`src/rtl/demultiplexor_1in_3out_pkg.sv`:
```
// Shared definitions for the 1-in/3-out demultiplexer: channel codes,
// default widths and the destination decode helper.
package demultiplexor_1in_3out_pkg;

    localparam int DEF_DATA_W = 16;
    localparam int DEF_CNT_W  = 8;

    typedef enum logic [1:0] {
        CH_A        = 2'd0,
        CH_B        = 2'd1,
        CH_C        = 2'd2,
        SEL_INVALID = 2'd3
    } sel_e;

    // One-hot slot select; the invalid code maps to no slot at all.
    function automatic logic [2:0] sel_to_onehot(input logic [1:0] sel);
        logic [2:0] oh;
        case (sel_e'(sel))
            CH_A:    oh = 3'b001;
            CH_B:    oh = 3'b010;
            CH_C:    oh = 3'b100;
            default: oh = 3'b000;
        endcase
        return oh;
    endfunction

endpackage

```
`src/rtl/demultiplexor_1in_3out_if.sv`:
```
// Bus bundle between the producer, the demultiplexer and its three consumers.
interface demultiplexor_1in_3out_if
    import demultiplexor_1in_3out_pkg::*;
#(
    parameter int DATA_W = DEF_DATA_W,
    parameter int CNT_W  = DEF_CNT_W
);
    logic [DATA_W-1:0] DatoIn;
    logic [1:0]        Sel;
    logic              InValid;
    logic              InReady;
    logic [DATA_W-1:0] SalidaA, SalidaB, SalidaC;
    logic              ValidA, ValidB, ValidC;
    logic              ReadyA, ReadyB, ReadyC;
    logic              SelError;
    logic [CNT_W-1:0]  CountA, CountB, CountC;

    modport slave (
        input  DatoIn, Sel, InValid, ReadyA, ReadyB, ReadyC,
        output InReady, SalidaA, SalidaB, SalidaC, ValidA, ValidB, ValidC,
        output SelError, CountA, CountB, CountC
    );

    modport master (
        output DatoIn, Sel, InValid, ReadyA, ReadyB, ReadyC,
        input  InReady, SalidaA, SalidaB, SalidaC, ValidA, ValidB, ValidC,
        input  SelError, CountA, CountB, CountC
    );
endinterface

```
`src/rtl/demultiplexor_1in_3out_slot.sv`:
```
// One-entry registered output slot with valid/ready drain, same-edge refill
// and a wrapping delivered-word counter.
module demux_out_slot
    import demultiplexor_1in_3out_pkg::*;
#(
    parameter int DATA_W = DEF_DATA_W,
    parameter int CNT_W  = DEF_CNT_W
) (
    input  logic              clk,
    input  logic              reset,
    input  logic              load,
    input  logic [DATA_W-1:0] din,
    input  logic              ready,
    output logic [DATA_W-1:0] dout,
    output logic              valid,
    output logic [CNT_W-1:0]  count
);
    logic [DATA_W-1:0] data_q, data_d;
    logic              valid_q, valid_d;
    logic [CNT_W-1:0]  count_q, count_d;
    logic              drain;

    // Next-state: a load wins over a drain so back-to-back words keep valid high.
    always_comb begin
        drain   = valid_q && ready;
        data_d  = data_q;
        valid_d = valid_q;
        count_d = count_q;
        if (load) begin
            data_d  = din;
            valid_d = 1'b1;
        end else if (drain) begin
            valid_d = 1'b0;
        end else begin
            valid_d = valid_q;
        end
        if (drain) begin
            count_d = count_q + {{(CNT_W-1){1'b0}}, 1'b1};
        end else begin
            count_d = count_q;
        end
    end

    // Slot state register with synchronous reset.
    always_ff @(posedge clk) begin
        if (reset) begin
            data_q  <= {DATA_W{1'b0}};
            valid_q <= 1'b0;
            count_q <= {CNT_W{1'b0}};
        end else begin
            data_q  <= data_d;
            valid_q <= valid_d;
            count_q <= count_d;
        end
    end

    assign dout  = data_q;
    assign valid = valid_q;
    assign count = count_q;

endmodule

```
`src/rtl/demultiplexor_1in_3out.sv`:
```
// Steers one input stream to one of three independently back-pressured slots;
// invalid destinations are dropped and flagged with a one-cycle SelError.
module demultiplexor_1in_3out
    import demultiplexor_1in_3out_pkg::*;
#(
    parameter int DATA_W = DEF_DATA_W,
    parameter int CNT_W  = DEF_CNT_W
) (
    input  logic                     clk,
    input  logic                     reset,
    demultiplexor_1in_3out_if.slave  bus
);
    logic              in_ready;
    logic              accept;
    logic [2:0]        load_oh;
    logic              sel_error_q, sel_error_d;
    logic [DATA_W-1:0] dout_a, dout_b, dout_c;
    logic              valid_a, valid_b, valid_c;
    logic [CNT_W-1:0]  count_a, count_b, count_c;

    // Ready only looks at the addressed slot, so a stalled slot never blocks the others.
    always_comb begin
        in_ready = 1'b0;
        if (reset) begin
            in_ready = 1'b0;
        end else begin
            case (sel_e'(bus.Sel))
                CH_A:        in_ready = !valid_a || bus.ReadyA;
                CH_B:        in_ready = !valid_b || bus.ReadyB;
                CH_C:        in_ready = !valid_c || bus.ReadyC;
                SEL_INVALID: in_ready = 1'b1;
                default:     in_ready = 1'b1;
            endcase
        end
    end

    // Accept decode and discarded-word flag.
    always_comb begin
        accept      = bus.InValid && in_ready;
        load_oh     = accept ? sel_to_onehot(bus.Sel) : 3'b000;
        sel_error_d = accept && (sel_e'(bus.Sel) == SEL_INVALID);
    end

    // SelError register.
    always_ff @(posedge clk) begin
        if (reset) begin
            sel_error_q <= 1'b0;
        end else begin
            sel_error_q <= sel_error_d;
        end
    end

    demux_out_slot #(.DATA_W(DATA_W), .CNT_W(CNT_W)) u_slot_a (
        .clk(clk), .reset(reset), .load(load_oh[0]), .din(bus.DatoIn),
        .ready(bus.ReadyA), .dout(dout_a), .valid(valid_a), .count(count_a)
    );

    demux_out_slot #(.DATA_W(DATA_W), .CNT_W(CNT_W)) u_slot_b (
        .clk(clk), .reset(reset), .load(load_oh[1]), .din(bus.DatoIn),
        .ready(bus.ReadyB), .dout(dout_b), .valid(valid_b), .count(count_b)
    );

    demux_out_slot #(.DATA_W(DATA_W), .CNT_W(CNT_W)) u_slot_c (
        .clk(clk), .reset(reset), .load(load_oh[2]), .din(bus.DatoIn),
        .ready(bus.ReadyC), .dout(dout_c), .valid(valid_c), .count(count_c)
    );

    assign bus.InReady  = in_ready;
    assign bus.SalidaA  = dout_a;
    assign bus.SalidaB  = dout_b;
    assign bus.SalidaC  = dout_c;
    assign bus.ValidA   = valid_a;
    assign bus.ValidB   = valid_b;
    assign bus.ValidC   = valid_c;
    assign bus.CountA   = count_a;
    assign bus.CountB   = count_b;
    assign bus.CountC   = count_c;
    assign bus.SelError = sel_error_q;

endmodule

```
`src/flat_wrapper.sv`:
```
// flat-port wrapper written by rule: the top's interface ports become plain ports
module demultiplexor_1in_3out_flat import demultiplexor_1in_3out_pkg::*;
#(
    parameter int DATA_W = DEF_DATA_W,
    parameter int CNT_W  = DEF_CNT_W
)
  (clk, reset, bus_DatoIn, bus_Sel, bus_InValid, bus_ReadyA, bus_ReadyB, bus_ReadyC, bus_InReady, bus_SalidaA, bus_SalidaB, bus_SalidaC, bus_ValidA, bus_ValidB, bus_ValidC, bus_SelError, bus_CountA, bus_CountB, bus_CountC);
  demultiplexor_1in_3out_if #(.DATA_W(DATA_W), .CNT_W(CNT_W)) bus_i ();
  input  logic clk;
  input  logic reset;
  input wire logic [$bits(bus_i.DatoIn)-1:0] bus_DatoIn;
  input wire logic [$bits(bus_i.Sel)-1:0] bus_Sel;
  input wire logic [$bits(bus_i.InValid)-1:0] bus_InValid;
  input wire logic [$bits(bus_i.ReadyA)-1:0] bus_ReadyA;
  input wire logic [$bits(bus_i.ReadyB)-1:0] bus_ReadyB;
  input wire logic [$bits(bus_i.ReadyC)-1:0] bus_ReadyC;
  output wire logic [$bits(bus_i.InReady)-1:0] bus_InReady;
  output wire logic [$bits(bus_i.SalidaA)-1:0] bus_SalidaA;
  output wire logic [$bits(bus_i.SalidaB)-1:0] bus_SalidaB;
  output wire logic [$bits(bus_i.SalidaC)-1:0] bus_SalidaC;
  output wire logic [$bits(bus_i.ValidA)-1:0] bus_ValidA;
  output wire logic [$bits(bus_i.ValidB)-1:0] bus_ValidB;
  output wire logic [$bits(bus_i.ValidC)-1:0] bus_ValidC;
  output wire logic [$bits(bus_i.SelError)-1:0] bus_SelError;
  output wire logic [$bits(bus_i.CountA)-1:0] bus_CountA;
  output wire logic [$bits(bus_i.CountB)-1:0] bus_CountB;
  output wire logic [$bits(bus_i.CountC)-1:0] bus_CountC;
  assign bus_i.DatoIn = bus_DatoIn;
  assign bus_i.Sel = bus_Sel;
  assign bus_i.InValid = bus_InValid;
  assign bus_i.ReadyA = bus_ReadyA;
  assign bus_i.ReadyB = bus_ReadyB;
  assign bus_i.ReadyC = bus_ReadyC;
  assign bus_InReady = bus_i.InReady;
  assign bus_SalidaA = bus_i.SalidaA;
  assign bus_SalidaB = bus_i.SalidaB;
  assign bus_SalidaC = bus_i.SalidaC;
  assign bus_ValidA = bus_i.ValidA;
  assign bus_ValidB = bus_i.ValidB;
  assign bus_ValidC = bus_i.ValidC;
  assign bus_SelError = bus_i.SelError;
  assign bus_CountA = bus_i.CountA;
  assign bus_CountB = bus_i.CountB;
  assign bus_CountC = bus_i.CountC;
  demultiplexor_1in_3out #(.DATA_W(DATA_W), .CNT_W(CNT_W)) u_core (.clk(clk), .reset(reset), .bus(bus_i));
endmodule
```
`config.mk`:
```
export PLATFORM = sky130hd
export DESIGN_NAME = demultiplexor_1in_3out_flat
export DESIGN_NICKNAME = d
export VERILOG_FILES = /design/src/rtl/demultiplexor_1in_3out_pkg.sv /design/src/rtl/demultiplexor_1in_3out_if.sv /design/src/rtl/demultiplexor_1in_3out_slot.sv /design/src/rtl/demultiplexor_1in_3out.sv /design/src/flat_wrapper.sv
export SDC_FILE = /design/constraint.sdc
export NUM_CORES = 1
export LEC_CHECK = 0
export CORE_ASPECT_RATIO = 0.75
export CORE_UTILIZATION = 45
export CTS_BUF_LIST = sky130_fd_sc_hd__clkbuf_4 sky130_fd_sc_hd__clkbuf_8
export DETAILED_ROUTE_END_ITERATION = 16
export PLACE_DENSITY_LB_ADDON = 0.15
export SLEW_MARGIN = 20
export SYNTH_ARGS = -nofsm -noshare
export SYNTH_HDL_FRONTEND = slang
export SYNTH_SLANG_ARGS = --single-unit
```
`constraint.sdc`:
```
create_clock -name clk -period 1.8 [get_ports clk]
set_input_delay 0.27 -clock clk [delete_from_list [all_inputs] [get_ports clk]]
set_output_delay 0.27 -clock clk [all_outputs]
set_load 0.05 [all_outputs]
```
==> results of run 1 <==
==> Yosys cell counts (all sizes together) <==
cell type / number / area share (%)
a221oi: 1 / 0.26
nand2: 12 / 1.3
or4: 7 / 1.6
buf: 23 / 4.1
inv: 3 / 0.34
nand3b: 1 / 0.22
nor2b: 7 / 1.3
o21ai: 22 / 3.3
o31ai: 39 / 11
clkbuf: 15 / 1.8
nand4bb: 1 / 0.34
nor2: 11 / 1.2
or3: 6 / 1.1
nor3b: 1 / 0.37
and3: 1 / 0.19
clkinv: 1 / 0.11
and4bb: 1 / 0.37
nand3: 30 / 4.5
nand2b: 5 / 0.93
or3b: 1 / 0.26
dfxtp: 76 / 45
nand4: 36 / 6.7
xor2: 6 / 1.6
a21oi: 67 / 10
ha: 3 / 1.1
mux2i: 1 / 0.30
mux2: 2 / 0.67
==> flip-flops by register name, summed over array words and instances, names as in the netlist <==
signal                 flops
u_core.u_slot_b.valid      1
u_core.u_slot_c.valid      1
u_core.bus.SelError        1
u_core.u_slot_b.count      8
u_core.u_slot_a.dout      16
u_core.u_slot_c.count      8
u_core.u_slot_c.dout      16
u_core.u_slot_a.valid      1
u_core.u_slot_b.dout      16
u_core.u_slot_a.count      8
==> routing by layer <==
| layer | GRT usage, % | vias up |
|---|---|---|
| met4 | 5.22 | 0 |
| met3 | 8.30 | 8 |
| met5 | 0 | - |
| met2 | 32.9 | 163 |
| li1 | - | 1618 |
| met1 | 37.0 | 1601 |
==> worst reg2reg max path: stages (launching register included) <==
cell	delay, ns
dfxtp_1	0.42
nand3_1	0.20
or4_1	0.54
a21oi_1	0.14
==> power breakdown <==
| part | switching, mW | total (mW) | internal [mW] |
|---|---|---|---|
| sequential | 0.0223 | 1.73 | 1.71 |
| combinational | 0.283 | 0.436 | 0.153 |
| clock | 0.666 | 1.50 | 0.831 |
| total | 0.972 | 3.66 | 2.69 |
==> kinds of logic (layout without fill, tap and decap cells) <==
| kind of cell | count (synthesis) | after routing |
|---|---|---|
| muxes | 3 | 3 |
| and+or+nand+nor | 120 | 120 |
| xor gates and xnor gates | 6 | 6 |
| DFF | 76 | 76 |
| adders and majority gates | 3 | 3 |
| AOI/OAI and AO/OA | 129 | 129 |
| buffers and inverters | 42 | 147 |
==> metrics by stage <==
step / hold WS, ns / setup TNS [ns] / utilization, %
after CTS: 0.328 / 0 / 66.2
after global placement: 0.456 / -0.0524 / 63.0
after global routing: 0.345 / 0 / 66.9
after detailed placement: 0.463 / -1.15 / 63.0
after floorplan: 0.411 / 0 / -
final: 0.358 / 0 / 66.9
==> how the worst min path moves through the flow <==
stage,startpoint,end,slack (ns),cells past startpoint
after CTS,reset,u_core.u_slot_b.dout[2],0.33,3
after global routing,reset,u_core.u_slot_b.dout[2],0.35,3
after global placement,u_core.u_slot_b.dout[13],u_core.u_slot_b.dout[13],0.46,2
final,reset,u_core.u_slot_b.dout[2],0.36,3
after detailed placement,u_core.u_slot_b.dout[14],u_core.u_slot_b.dout[14],0.46,2
after floorplan,bus_InValid,u_core.u_slot_b.valid,0.41,2
==> final cells by class <==
type	instances	area (um2)	area share, %
clock buffers	10	138	2.94
inverters	4	15.0	0.321
clock inverters	6	95.1	2.03
flip-flops and latches	76	1530	32.6
well taps	98	123	2.62
repair buffers	127	1130	24.2
multi-input cells	261	1650	35.3
==> cell usage in the layout (no fill, tap or decap), types with 9 or more instances in the layout <==
master,Yosys,routed
clkbuf_8,0,10
a21oi_1,67,67
dlygate4sd2_1,0,19
dlymetal6s2s_1,0,16
nand2_1,12,12
nand3_1,30,30
o31ai_1,29,29
nand4_1,36,36
clkdlybuf4s50_1,0,20
nor2_1,11,11
buf_4,1,69
o21ai_0,22,22
o31ai_2,9,9
dfxtp_1,76,73
==> what timing repair did <==
item,CTS,global route
resized for setup,21,18
pin swaps,1,1
hold buffers,0,0
setup endpoints to repair,19,16
==> impl_metrics.env, run 1 <==
export IMPL_max_cap_violations=0
export IMPL_arrival_ns=1.45
export IMPL_fillers=578
export IMPL_diodes=0
export IMPL_gp_congestion=0.795
export IMPL_synthAdderAreaFrac_pct=1.12
export IMPL_synth_avg_cell_area_um2=8.83
export IMPL_cts_tree="yes"
export IMPL_clk_path_buf_depth=2
export IMPL_cts_root_buffer="clkbuf_8"
export IMPL_cp_start_kind="primary input"
export IMPL_powerDensity_nw_per_um2=784
export IMPL_clk_insertion_delay_late_ns=0.35
export IMPL_design_area_um2=4680
export IMPL_drt_iter0_drc=248
export IMPL_wl_met1_um=4530
export IMPL_routed_wl_um=9550
export IMPL_grt_max_degree=40
export IMPL_period_minus_slack_ns=1.72
export IMPL_worstPathCellList="clkdlybuf4s50_1 -> nand2b_4 -> mux2i_2 -> a221oi_4 -> buf_12"
export IMPL_start_util_pct=47.9
export IMPL_synth_top_family_by_area="compound AO/OA/AOI/OAI gates"
export IMPL_route_top_layer_used="met4"
export IMPL_synth_area_um2=3350
export IMPL_drc=0
export IMPL_num_rows=26
export IMPL_fin_worst_skew_ns=0.0127
export IMPL_met2RoutedLength_um=4060
export IMPL_cts_buffers=9
export IMPL_io_buffers=100
export IMPL_max_freq_ghz=0.581
export IMPL_syn_nets=406
export IMPL_vias=3390
export IMPL_grt_first_pass_wirelength_um=14700
export IMPL_ys_seq_area_share_pct=45.5
export IMPL_path_depth=5
export IMPL_dieArea_um2=7790
export IMPL_core_area_um2=6990
export IMPL_grt_remaining_overflow=0
export IMPL_crit_fanout=2
export IMPL_finalCritPeriodShare_pct=95.7
export IMPL_p_leak_nw=2.00
export IMPL_yosysWarnings=0
export IMPL_synth_compound_area_share_pct=24.1
export IMPL_dp_hpwl_um=6510
export IMPL_routed_wl_met3_um=920
export IMPL_clk_transition_reported_paths_ns=0.08
export IMPL_cts_sinks=76
export IMPL_rsz0062_at_grt="no"
export IMPL_setup_viol=0
export IMPL_cp_end_kind="output pin"
export IMPL_area_growth_pct=39.7
export IMPL_cp_top_family="buffers and inverters"
export IMPL_startpoint="bus_ReadyC"
export IMPL_r2r_start="u_core.u_slot_a.count[2]"
export IMPL_post_cts_buffers=0
export IMPL_cp_data_required_time_ns=1.53
export IMPL_slew_violations=0
export IMPL_drive_gt1_share_pct=22.7
export IMPL_ant_nets=0
export IMPL_vias_per_cell=5.82
export IMPL_reg2reg_slack_ns=0.44
export IMPL_firstDrtPassIters=5
export IMPL_reg2reg_to="u_core.u_slot_a.count[7]"
export IMPL_finalNonFillerCells=582
export IMPL_hold_path_class="in -> reg"
export IMPL_first_global_vias=2809
export IMPL_r2r_cells=3
export IMPL_dp_slack_ns=-0.0813
export IMPL_htreeDepth=3
export IMPL_synth_distinct_cells=34
export IMPL_synth_area_mux_share_pct=0.972
export IMPL_totalPowerFinal_mw=3.66
export IMPL_pin_count=101
export IMPL_syn_inst=379
export IMPL_setup_ws_ns=0.0776
export IMPL_max_stage_delay_ns=0.48
export IMPL_placed_cell_area_um2=4410
export IMPL_dp_cells=566
export IMPL_ys_ff_latch=76
export IMPL_yosys_area_share_simple_pct=20.5
export IMPL_die_w_um=102
export IMPL_path_class="in -> out"
export IMPL_antenna_found_initial=0
export IMPL_vdd_drop_max_uv=439
export IMPL_fp_dieH_um=76.7
export IMPL_worstSetupEndpoint="bus_InReady"
export IMPL_slew_headroom_pct=64.6
export IMPL_outcome="complete, no violations"
export IMPL_path_buf_inv=2
export IMPL_worst_pin_slew_ns=0.530
export IMPL_wl_per_cell_um=16.4
export IMPL_slowest_stage="clkdlybuf4s50_1"
export IMPL_nets=506
export IMPL_finalHoldViolCount=0
export IMPL_synthXorXnorAreaFrac_pct=1.57
export IMPL_track_usage_pct=24.4
Note: power is estimated with default switching activity, not from simulation.
==> run 2: changes to the inputs <==
--- a/config.mk
+++ b/config.mk
@@ -5,8 +5,10 @@
 export SDC_FILE = /design/constraint.sdc
 export NUM_CORES = 1
 export LEC_CHECK = 0
+export CELL_PAD_IN_SITES_DETAIL_PLACEMENT = 0
+export CELL_PAD_IN_SITES_GLOBAL_PLACEMENT = 1
 export CORE_ASPECT_RATIO = 0.75
-export CORE_UTILIZATION = 45
+export CORE_UTILIZATION = 32
 export CTS_BUF_LIST = sky130_fd_sc_hd__clkbuf_4 sky130_fd_sc_hd__clkbuf_8
 export DETAILED_ROUTE_END_ITERATION = 16
 export PLACE_DENSITY_LB_ADDON = 0.15
==> constraint.sdc (replaced) <==
create_clock -name clk -period 1.4 [get_ports clk]
set_input_delay 0.21 -clock clk [delete_from_list [all_inputs] [get_ports clk]]
set_output_delay 0.21 -clock clk [all_outputs]
set_load 0.05 [all_outputs]
==> run 2 against run 1 <==
Compared with the run above:
- the flow now finishes with violations (setup timing)
- global-route usage down 4.5 points
- critical path depth decreased by 1
- sequential cell count unchanged
- setup slack worse by 0.26 ns
- sequential power grew 29%
- hold slack lost 0.099 ns
- register-to-register slack worse by 0.37 ns
- cell area rose by 25%
- non-clock buffer count grew 17
- first-iteration DRC count increased by 28%
- combinational power grew 60%
- sequential share of layout area shrank 5.8 points
- critical path type unchanged
- largest power group unchanged
==> impl_metrics.env, run 2 (synthesis results as in run 1) <==
export IMPL_layout_common_cells="buf_12, a21oi_1, dfxtp_1, buf_4, nand4_1"
export IMPL_period_minus_slack_ns=1.59
export IMPL_fp_dieH_um=90.6
export IMPL_diodes=0
export IMPL_drc=0
export IMPL_track_usage_pct=19.9
export IMPL_fin_tns_setup_ns=-0.187
export IMPL_path_class="in -> out"
export IMPL_hold_path_class="in -> reg"
export IMPL_vias=3435
export IMPL_finalHoldViolCount=0
export IMPL_clk_transition_reported_paths_ns=0.09
export IMPL_path_buf_inv=2
export IMPL_cp_end_kind="output pin"
export IMPL_arrival_ns=1.38
export IMPL_first_global_vias=3302
export IMPL_ant_nets=0
export IMPL_outcome="finished with violations"
export IMPL_violations="setup timing"
export IMPL_vias_per_cell=5.43
export IMPL_fillers=878
export IMPL_grt_max_degree=26
export IMPL_power_frac_seq_pct=46.1
export IMPL_clk_insertion_delay_late_ns=0.36
export IMPL_firstDrtPassIters=5
export IMPL_clk_path_buf_depth=2
export IMPL_slew_headroom_pct=82.1
export IMPL_finalCritPeriodShare_pct=113
export IMPL_dp_hpwl_um=7410
export IMPL_placed_cell_area_um2=5500
export IMPL_worst_pin_slew_ns=0.269
export IMPL_pin_count=101
export IMPL_nets=523
export IMPL_die_w_um=120
export IMPL_start_util_pct=33.8
export IMPL_clkPwrFrac_pct=39.4
export IMPL_internal_power_mw=3.59
export IMPL_grt_first_pass_wirelength_um=17000
export IMPL_rsz0062_at_grt="yes"
export IMPL_drt_iter0_drc=317
export IMPL_setup_viol=1
export IMPL_fin_worst_skew_ns=0.0153
export IMPL_wl_per_cell_um=16.4
export IMPL_switching_power_mw=1.24
export IMPL_core_area_um2=9890
export IMPL_antenna_found_initial=0
export IMPL_routed_wl_um=10400
export IMPL_max_cap_violations=0
export IMPL_slew_violations=0
export IMPL_design_area_um2=5830
export IMPL_max_freq_ghz=0.630
export IMPL_p_leak_nw=2.03
export IMPL_swShare_pct=25.7
export IMPL_final_common_cell="buf_12"
export IMPL_cp_start_kind="primary input"
export IMPL_area_growth_pct=74.1
export IMPL_cts_buffers=9
export IMPL_cts_hold_buf=0
export IMPL_cp_top_family="buffers and inverters"
export IMPL_cts_tree="yes"
export IMPL_cts_root_buffer="clkbuf_8"
export IMPL_vdd_drop_max_uv=421
export IMPL_crit_fanout=3
export IMPL_worstPathCellList="clkdlybuf4s50_1 -> nor2b_2 -> a221oi_4 -> buf_12"
export IMPL_cts_sinks=76
export IMPL_cp_data_required_time_ns=1.19
export IMPL_gp_congestion=0.805
export IMPL_max_stage_delay_ns=0.58
export IMPL_drive_gt1_share_pct=36.7
export IMPL_dieArea_um2=10900
export IMPL_htreeDepth=3
export IMPL_io_buffers=100
export IMPL_slowest_stage="clkdlybuf4s50_1"
export IMPL_num_rows=31
export IMPL_reg2reg_slack_ns=0.07
export IMPL_powerDensity_nw_per_um2=829
export IMPL_grt_remaining_overflow=0
export IMPL_setup_ws_ns=-0.187
export IMPL_pwr_share_comb_pct=14.5
[run 2: layer usage]
| metal | up-vias | wire length (um) | global-route usage (%) |
|---|---|---|---|
| met2 | 127 | 4420 | 27.1 |
| li1 | 1664 | - | - |
| met4 | 0 | 133 | 5.52 |
| met3 | 11 | 880 | 7.83 |
| met5 | - | 0 | 0 |
| met1 | 1633 | 4920 | 28.5 |
[run 2: cell type report]
type	instances	area, um2	share of cell area [%]
timing repair buffer	144	2160	37.1
multi-input combinational	261	1700	29.2
sequential	76	1560	26.8
tap	132	165	2.83
clock buffer	12	153	2.62
clock inverter	4	72.6	1.25
inverter	4	15.0	0.258
[run 2: worst min-delay path, cell delays in order]
cell and delay, ns:
buf_2 0.10, buf_4 0.22, a21oi_1 0.06
[run 2: stage by stage]
step	power, mW	setup WS (ns)	hold WS (ns)	std cells	utilization, %
after floorplan	2.59	-0.188	0.347	379	-
after global placement	2.95	-0.356	0.485	612	55.6
after detailed placement	2.95	-0.327	0.494	612	55.6
after CTS	4.87	-0.219	0.253	631	58.3
after global routing	5.00	-0.248	0.262	633	58.9
final	4.83	-0.187	0.259	633	58.9
[run 2: worst paths after layout]
path,cells past startpoint,from,end
max reg2reg,4,u_core.u_slot_b.valid,u_core.u_slot_b.count[6]
min reg2reg,2,u_core.u_slot_c.count[1],u_core.u_slot_c.count[1]
min,3,reset,u_core.u_slot_a.count[1]
max,4,bus_ReadyB,bus_InReady
[run 2: power by group through the flow]
stage	logic, mW	clock network (mW)	registers [mW]
after floorplan	0.203	0	2.38
after global placement	0.670	0	2.28
after detailed placement	0.673	0	2.28
after CTS	0.685	1.95	2.23
after global routing	0.737	2.03	2.23
final	0.699	1.90	2.23
[run 2: timing repair]
action / in CTS / in global routing
gates cloned: 0 / 1
pin swaps: 1 / 1
endpoints found under the setup margin: 1 / 13
gates resized for setup: 8 / 12
setup buffers: 3 / 1
